## src/rtl/irq_controller.sv

```systemverilog
// Fixed-priority interrupt controller: per-source edge/level latching, enable mask,
// in-service tracking for nesting, and a claim/complete register port driving IRQ.
module irq_controller #(
  parameter int NSRC = 6
) (
  input  logic            clk,
  input  logic            rst_n,
  input  logic [2:0]      Addr,
  input  logic            WE,
  input  logic [31:0]     WData,
  output logic [31:0]     RData,
  input  logic [NSRC-1:0] src,
  output logic            IRQ
);

  localparam logic [2:0] A_PEND   = 3'd0;
  localparam logic [2:0] A_EN     = 3'd1;
  localparam logic [2:0] A_EDGE   = 3'd2;
  localparam logic [2:0] A_CLAIM  = 3'd3;
  localparam logic [2:0] A_COMPL  = 3'd4;
  localparam logic [2:0] A_INSERV = 3'd5;

  logic [NSRC-1:0] pend_q, pend_d;
  logic [NSRC-1:0] isv_q, isv_d;
  logic [NSRC-1:0] en_q, en_d;
  logic [NSRC-1:0] edge_q, edge_d;
  logic [NSRC-1:0] src_q;
  logic            irq_q;

  logic [NSRC-1:0] claim_sel_s, compl_sel_s, set_s, clr_s, w1c_s, mode_chg_s, cand_s;
  logic [3:0]      cand_id_s;
  logic            blocked_s, found_s;

  // Decode CLAIM/COMPLETE writes into one-hot source selects.
  always_comb begin
    for (int i = 0; i < NSRC; i++) begin
      claim_sel_s[i] = WE && (Addr == A_CLAIM) && (WData == 32'(i + 1)) && pend_q[i];
      compl_sel_s[i] = WE && (Addr == A_COMPL) && (WData == 32'(i + 1));
    end
  end

  // Candidate must be enabled, pending and strictly above the highest-priority in-service source.
  always_comb begin
    blocked_s = 1'b0;
    found_s   = 1'b0;
    cand_id_s = 4'd0;
    cand_s    = '0;
    for (int i = 0; i < NSRC; i++) begin
      blocked_s = blocked_s | isv_q[i];
      cand_s[i] = pend_q[i] & en_q[i] & ~blocked_s;
      if (cand_s[i] && !found_s) begin
        cand_id_s = 4'(i + 1);
        found_s   = 1'b1;
      end else begin
        found_s   = found_s;
      end
    end
  end

  // Next-state for pending, in-service and configuration registers.
  always_comb begin
    w1c_s      = (WE && (Addr == A_PEND)) ? WData[NSRC-1:0] : '0;
    mode_chg_s = (WE && (Addr == A_EDGE)) ? (WData[NSRC-1:0] ^ edge_q) : '0;
    // A level source being claimed this edge counts as in service, so it does not re-pend.
    for (int i = 0; i < NSRC; i++) begin
      if (edge_q[i]) begin
        set_s[i] = src[i] & ~src_q[i];
      end else begin
        set_s[i] = src[i] & ~isv_q[i] & ~claim_sel_s[i];
      end
    end
    clr_s  = w1c_s | mode_chg_s | claim_sel_s;
    pend_d = set_s | (pend_q & ~clr_s);
    isv_d  = (isv_q | claim_sel_s) & ~compl_sel_s;
    en_d   = (WE && (Addr == A_EN))   ? WData[NSRC-1:0] : en_q;
    edge_d = (WE && (Addr == A_EDGE)) ? WData[NSRC-1:0] : edge_q;
  end

  // Register read mux; unused upper bits read as zero.
  always_comb begin
    case (Addr)
      A_PEND:   RData = 32'(pend_q);
      A_EN:     RData = 32'(en_q);
      A_EDGE:   RData = 32'(edge_q);
      A_CLAIM:  RData = 32'(cand_id_s);
      A_INSERV: RData = 32'(isv_q);
      default:  RData = 32'd0;
    endcase
  end

  // State and registered IRQ.
  always_ff @(posedge clk or negedge rst_n) begin
    if (!rst_n) begin
      pend_q <= '0;
      isv_q  <= '0;
      en_q   <= '0;
      edge_q <= '0;
      src_q  <= '0;
      irq_q  <= 1'b0;
    end else begin
      pend_q <= pend_d;
      isv_q  <= isv_d;
      en_q   <= en_d;
      edge_q <= edge_d;
      src_q  <= src;
      irq_q  <= |cand_s;
    end
  end

  assign IRQ = irq_q;

endmodule
```

## config.mk

```make
export PLATFORM = sky130hd
export DESIGN_NAME = irq_controller
export DESIGN_NICKNAME = d
export VERILOG_FILES = /design/src/rtl/irq_controller.sv
export SDC_FILE = /design/constraint.sdc
export NUM_CORES = 1
export LEC_CHECK = 0
export CAP_MARGIN = 10
export CELL_PAD_IN_SITES_DETAIL_PLACEMENT = 1
export CELL_PAD_IN_SITES_GLOBAL_PLACEMENT = 2
export CORE_MARGIN = 2
export CORE_UTILIZATION = 29
export DETAILED_ROUTE_END_ITERATION = 7
export HOLD_SLACK_MARGIN = 0.05
export PLACE_DENSITY = 0.95
export SLEW_MARGIN = 15
export SYNTH_ARGS = -nofsm -noshare
export SYNTH_HDL_FRONTEND = slang
export SYNTH_SLANG_ARGS = --single-unit
```

## constraint.sdc

```tcl
create_clock -name clk -period 2.8 [get_ports clk]
set_clock_uncertainty 0.1 [all_clocks]
set_input_delay 0.28 -clock clk [delete_from_list [all_inputs] [get_ports clk]]
set_output_delay 0.28 -clock clk [all_outputs]
set_load 0.005 [all_outputs]
```

# Word-level counts from Yosys, hierarchy flattened
# Index checks and enable logic that the tools add are counted.
# classes
eq_ne	11
mux	20
bitwise_logic	67
n_reduce_logical	35
# op_table
cell	count
32-bit by 3-bit == test with 1-bit output (second input constant)	3
32-bit by 2-bit == test with 1-bit output (second input constant)	2
32-bit by 1-bit == test with 1-bit output (second input constant)	1
1-bit AND	30
6-bit case mux with 5 select lines	1
1-bit logical AND	28
6-bit bitwise OR	4
1-bit NOT	23
4-bit two-way mux	5
6-bit AND	2
1-bit two-way mux	12
6-bit two-way mux	2
6-bit NOT	2
3-bit by 2-bit == test with 1-bit output (second input constant)	2
3-bit == test (second input constant)	2
6-bit OR reduction	1
6-bit XOR	1
1-bit logical NOT	5
1-bit bitwise OR	5
3-bit by 1-bit == test with 1-bit output (second input constant)	1
3-bit logical NOT	1
# totals
regBits	31
inputBits	44
output_inout_bits	33

# Depth between registers and ports, before layout
# Gate-level depths: netlist (run 1).
# depth
depth_word	19
ltp_mapped	6

# Worst setup path before layout (run 1)
# OpenSTA, ideal clock, no wires.
# synth_path
path_type	in2out
start	input port Addr[2]
end	output port RData[0]
arrival_ps	1186
required_time_ps	2420
path_slack_ps	1234
stages	6
path_buffers	2
cell_sequence	buf_6 > and3b_1 > buf_2 > and2_1 > nand2_1 > o31ai_1
# synth_via
elab_chain_len	2
# synth_lines
element	line_no	rtl
start: declaration	8	input logic [2:0] Addr,
3-bit == test (tied with other cells)	81	case (Addr)
6-bit case mux with 5 select lines *	81	
end: declaration	11	output logic [31:0] RData,
# Every way passes the cells marked *; elsewhere a longest branch is shown, timed or not.

# Final worst setup path (run 1)
# layout_path
start	input port Addr[2]
end	output port RData[1]
# The elaborated chain is that of the path after synthesis.

==> results of run 1 <==
==> worst max-delay path, stage by stage <==
cell             delay (ns)
clkdlybuf4s50_1        0.70
mux2_2                 0.39
a22oi_1                0.14
nor2_1                 0.06
a221o_1                0.28
clkdlybuf4s50_1        0.45
==> layout by cell type, fill, tap and decap left out, drive strengths merged <==
cell,count
nor4,9
o21ai,17
a21oi,3
clkbuf,8
a211o,2
o22ai,1
a2bb2oi,7
inv,2
o211ai,1
nand3,1
o31ai,1
conb,26
o211a,1
nand2b,1
nor3,6
nor2b,2
or3,1
and3,2
o221ai,1
nor4b,1
nor3b,1
a21boi,6
a221o,1
mux2,17
nor4bb,1
buf,8
and2,4
nor2,10
clkdlybuf4s50,50
dfrtp,31
nand3b,9
a22oi,11
nand2,10
and3b,7
nand4,8
==> registers in the layout, indices dropped and copies added, names as in the netlist <==
name and cells:
edge_q 6, en_q 6, isv_q 6, pend_q 6, src_q 6, IRQ 1
==> cells in the mapped netlist (2+ instances only) <==
cell type	instances
o21ai_1	4
a211o_1	2
nand2_1	10
and3b_1	6
nand3b_1	9
inv_1	2
nor4_4	2
dfrtp_1	31
a22oi_1	11
o21ai_0	13
nor2b_1	2
a21boi_0	6
and2_1	4
a21oi_1	3
buf_2	3
nor4_2	6
clkbuf_1	3
buf_4	26
nor3_1	5
a2bb2oi_1	7
nor2_1	10
and3_1	2
mux2_2	17
nand4_1	6
==> per-stage QoR <==
step	hold WS (ns)	instances	cell area, sq um	util [%]	worst slack [ns]
6_report	0.286	366	2760	38.7	0.117
3_5_place_dp	0.328	358	2650	37.2	0.145
3_3_place_gp	0.306	358	2650	37.2	0.186
4_1_cts	0.304	366	2750	38.6	0.133
2_1_floorplan	-0.116	235	2210	-	1.23
5_1_grt	0.319	366	2760	38.7	0.0362
==> final cells by class <==
type | instances | area, sq um
well taps | 99 | 124
fillers | 834 | 4380
repair buffers | 58 | 561
clock buffers | 8 | 100
flip-flops and latches | 31 | 776
multi-input cells | 168 | 1190
inverters | 2 | 7.51
==> report_power, final <==
group | total, mW | switching, mW | leakage, nW | internal [mW]
clock network | 0.406 | 0.182 | 0.0515 | 0.224
registers | 0.564 | 0.0622 | 0.363 | 0.502
logic | 0.330 | 0.146 | 0.697 | 0.184
==> logic make-up (layout without fill, tap and decap cells) <==
logic type,after synthesis,count (layout),synth area share [%]
muxes,17,17,9.06
AOI/OAI and AO/OA,52,52,16.9
other,1,26,0.178
and+or+nand+nor,73,73,25.6
buffers and inverters,36,68,11.6
DFF,31,31,36.7
==> path summary, 6_finish.rpt <==
| kind | startpoint | end | slack (ns) | cells after the start |
|---|---|---|---|---|
| hold reg to reg | src_q[5] | pend_q[5] | 0.33 | 1 |
| min in group clk | src_q[5] | pend_q[5] | 0.33 | 1 |
| setup / recovery | Addr[2] | RData[1] | 0.12 | 6 |
| setup reg to reg | edge_q[5] | pend_q[5] | 1.51 | 4 |
| hold / removal | rst_n | src_q[2] | 0.29 | 2 |
| max in group asynchronous | rst_n | edge_q[4] | 2.01 | 2 |
==> metal layers <==
layer,vias to the layer above,GRT usage [%],part of all wire [%]
li1,849,-,-
met1,929,18.8,41
met2,60,30.6,52
met3,12,4.16,5.3
met4,0,7.06,1.8
met5,-,0,0
==> timing repair <==
item / 4_1_cts / 5_1_grt
setup endpoints to repair: 0 / 1
resized for setup: 0 / 1
hold buffers: 0 / 0
buffers inserted: 0 / 0
==> flow_summary.yaml, run 1 <==
yosys:
  synth_area_leaders: "dfrtp_1 (37%), buf_4 (9.2%), mux2_2 (9.1%), a22oi_1 (3.9%), nor4_2 (3.6%)"
  ys_types: 44
  synthArstFlopShare_pct: 100
  synth_ff_type: "dfrtp_1"
  postSynthCellCount: 210
  synth_warnings: 0
  synth_edf_count: 0
  yosysTopAreaCellShare_pct: 36.7
  syn_avg_cell_area_sq_um: 10.1
  synth_top_cell_by_area: "dfrtp_1"
  netlist_area_sq_um: 2110
  synth_seq_cells: 31
  yosysSeqAreaShare_pct: 36.7
die:
  dieWidth_microns: 89.3
  core-area_sq_um: 7140
  fp-row-count: 31
  die_area_sq_um: 7980
  io_pins: 77
  initial_core_util_pct: 29.6
  die_y_microns: 89.3
pwr:
  power_density_nw_per_um2: 471
  leakage_nw: 1.11
  total_power_mw: 1.30
  peakVddDrop_uv: 157
global_routing:
  grt_max_degree: 32
  grt_pass1_vias: 2011
  gr-total-overflow: 0
  grt_usage_pct: 16.9
  grt_pass1_wl_mm: 10.1
  antenna_found_initial: 0
critical_path:
  critPathLaunchType: "primary input"
  cp_max_fo: 9
  critPathKind: "primary input to primary output"
  end_kind: "primary output"
  required_ns: 2.42
  arrival_ns: 2.30
route:
  first_pass_iters: 4
  ant_nets: 0
  vias: 1850
  drcViolationCount: 0
  wl_per_cell_microns: 16.9
  drt_iter0_drc: 97
  via_per_inst: 5.05
  drt-total-wl_mm: 6.18
clocking:
  h-tree-depth: 2
  clk_latency_ns: 0.30
  numCtsBuffers: 5
  cts.sinks: 31
  root_buffer: "clkbuf_8"
  clock_path_buffers: 2
  clk_pin_slew_worst_paths_ns: 0.06
  cts_tree: "yes"
timing:
  post-route-period-util_pct: 95.8
  hold_viol: 0
  relSlewSlack_pct: 66.6
  setup_viol: 0
  layout_min_cycle_time_ns: 2.68
  slew_violations: 0
  fmax_mhz: 373
  worst_pin_slew_ns: 0.498
  rsz0062_at_grt: "false"
  fin_tns_setup_ns: 0
placed_design:
  port_buffers: 50
  hpwl_mm: 4.69
  routabilityCongestion: 0.895
finish:
  syn_to_final_growth_pct: 30.7
  nets: 310
  diodes: 0
  layout-drive-gt1-share_pct: 17.6
hold_path:
  hold_path.class: "primary input to asynchronous set/reset pin"
outcome:
  outcome: "finished clean"
job:
  maxCapViolations: 0
Note: power is estimated with default switching activity, not from simulation.
==> inputs of run 2 (changes only) <==
--- a/config.mk
+++ b/config.mk
@@ -12,7 +12,9 @@
 export CORE_UTILIZATION = 29
 export DETAILED_ROUTE_END_ITERATION = 7
 export HOLD_SLACK_MARGIN = 0.05
+export MAX_ROUTING_LAYER = met4
 export PLACE_DENSITY = 0.95
+export SKIP_CTS_REPAIR_TIMING = 1
 export SLEW_MARGIN = 15
 export SYNTH_ARGS = -nofsm -noshare
 export SYNTH_HDL_FRONTEND = slang
==> run 2 against run 1 <==
Effect of this change:
- non-clock buffer count is the same
- sequential share of layout area is the same
- clock-buffer cell count is the same
- register-to-register slack is essentially flat
- setup slack gained 0.0011 ns
- first-iteration DRC count shrank 1.0%
- core utilization is the same
- fmax is essentially flat
- cell count is the same
- wire length shrank 0.15%
==> flow_summary.yaml, run 2 (synthesized netlist as in run 1, its figures left out) <==
critical_path:
  crit_start: "Addr[2]"
  arrival_ns: 2.30
  rrSetupSlack_ns: 1.50
  cp_num_buf_inv: 2
  crit_chain: "clkdlybuf4s50_1, mux2_2, a22oi_1, nor2_1, a221o_1, clkdlybuf4s50_1"
  critPathKind: "primary input to primary output"
  cp-endpoint: "RData[1]"
  required_ns: 2.42
  end_kind: "primary output"
  ff2ff_path_depth: 4
  worstReg2RegEnd: "pend_q[5]"
  cp_slowest_cell: "clkdlybuf4s50_1"
  critPathLaunchType: "primary input"
  r2r_start: "edge_q[5]"
  path_depth: 6
  crit_family: "buffers and inverters"
  crit_top_cell: "clkdlybuf4s50_1"
  critical-path-max-stage-delay_ns: 0.70
  cp_max_fo: 9
pwr:
  peakVddDrop_uv: 155
  pwr-share-clk_pct: 31.1
  p_sw_mw: 0.389
  power_frac_comb_pct: 25.4
  total_power_mw: 1.30
  leakage_nw: 1.11
  seqPwrFrac_pct: 43.5
  sw_frac_of_total_pct: 29.9
  p_int_mw: 0.910
  power_density_nw_per_um2: 470
placed_design:
  hpwl_mm: 4.69
  port_buffers: 50
  routabilityCongestion: 0.910
  dpl_worst_slack_ns: 0.145
global_routing:
  grt_pass1_wl_mm: 10.1
  top_usage_layer: "met2"
  grt_pass1_vias: 2015
  grt_usage_pct: 17.5
  antenna_found_initial: 0
  grt_max_degree: 32
  grt_use_met1_pct: 19.0
  grtUsageMet3_pct: 3.97
  gr-total-overflow: 0
  use_met2_pct: 30.7
timing:
  setup_viol: 0
  relSlewSlack_pct: 66.5
  setup_ws_ns: 0.118
  layout_min_cycle_time_ns: 2.68
  post-route-period-util_pct: 95.8
  hold_viol: 0
  slew_violations: 0
  worst_pin_slew_ns: 0.501
  fmax_mhz: 373
  fin_tns_setup_ns: 0
  whs_ns: 0.288
  rsz0062_at_grt: "false"
die:
  core-area_sq_um: 7140
  die_y_microns: 89.3
  initial_core_util_pct: 29.6
  fp-row-count: 31
  dieWidth_microns: 89.3
  die_area_sq_um: 7980
  io_pins: 77
route:
  drt_iter0_drc: 96
  ant_nets: 0
  wl_per_cell_microns: 16.9
  drt-total-wl_mm: 6.17
  first_pass_iters: 4
  vias: 1848
  drcViolationCount: 0
  via_per_inst: 5.05
finish:
  syn_to_final_growth_pct: 30.7
  fill_cells: 834
  utilization_pct: 38.7
  diodes: 0
  final_cell_mix: "clkdlybuf4s50_1 (50), dfrtp_1 (31), conb_1 (26)"
  final_common_cell: "clkdlybuf4s50_1"
  layout-drive-gt1-share_pct: 17.6
  nets: 310
  regArea_sq_um: 776
  multi_input_area_sq_um: 1190
clocking:
  cts.sinks: 31
  h-tree-depth: 2
  clk_latency_ns: 0.30
  root_buffer: "clkbuf_8"
  clock_path_buffers: 2
  cts_tree: "yes"
  clk_pin_slew_worst_paths_ns: 0.06
  numCtsBuffers: 5
hold_path:
  hold_path.class: "primary input to asynchronous set/reset pin"
job:
  maxCapViolations: 0
outcome:
  outcome: "finished clean"
==> run 2: stage by stage <==
step	instances	area (sq um)
5_1_grt	366	2760
3_5_place_dp	358	2650
2_1_floorplan	235	2210
4_1_cts	366	2750
3_3_place_gp	358	2650
6_report	366	2760
==> run 2: metal layers <==
| metal | part of all wire [%] | up-vias |
|---|---|---|
| li1 | - | 851 |
| met5 | 0 | - |
| met1 | 41 | 927 |
| met4 | 1.7 | 0 |
| met3 | 4.8 | 12 |
| met2 | 53 | 58 |
==> run 2: worst min-delay path by stage <==
stage / startpoint / end / cells after the start
4_1_cts: rst_n / en_q[5] / 2
3_5_place_dp: src_q[5] / pend_q[5] / 1
5_1_grt: rst_n / en_q[2] / 2
3_3_place_gp: src_q[5] / pend_q[5] / 1
2_1_floorplan: rst_n / IRQ / 0
6_report: rst_n / src_q[2] / 2
==> run 2: final cells by class <==
class | instances | share of cell area [%]
inverter | 2 | 0.272
multi-input combinational | 168 | 43.2
clock buffer | 8 | 3.63
tap | 99 | 4.49
sequential | 31 | 28.1
timing repair buffer | 58 | 20.3
==> run 2: power by group through the flow <==
stage / Combinational, mW / Clock (mW) / Sequential, mW
6_report: 0.330 / 0.404 / 0.564
5_1_grt: 0.365 / 0.433 / 0.575
4_1_cts: 0.330 / 0.413 / 0.564
3_5_place_dp: 0.328 / 0 / 0.572
3_3_place_gp: 0.317 / 0 / 0.567
2_1_floorplan: 0.202 / 0 / 0.550
==> inputs of run 3 (changes only) <==
--- a/config.mk
+++ b/config.mk
@@ -5,13 +5,12 @@
 export SDC_FILE = /design/constraint.sdc
 export NUM_CORES = 1
 export LEC_CHECK = 0
-export CAP_MARGIN = 10
 export CELL_PAD_IN_SITES_DETAIL_PLACEMENT = 1
 export CELL_PAD_IN_SITES_GLOBAL_PLACEMENT = 2
 export CORE_MARGIN = 2
 export CORE_UTILIZATION = 29
 export DETAILED_ROUTE_END_ITERATION = 7
-export HOLD_SLACK_MARGIN = 0.05
+export HOLD_SLACK_MARGIN = 0.12
 export MAX_ROUTING_LAYER = met4
 export PLACE_DENSITY = 0.95
 export SKIP_CTS_REPAIR_TIMING = 1
==> results of run 3 <==
Same layout as run 2: the final DEF is identical, and so are final timing and power.
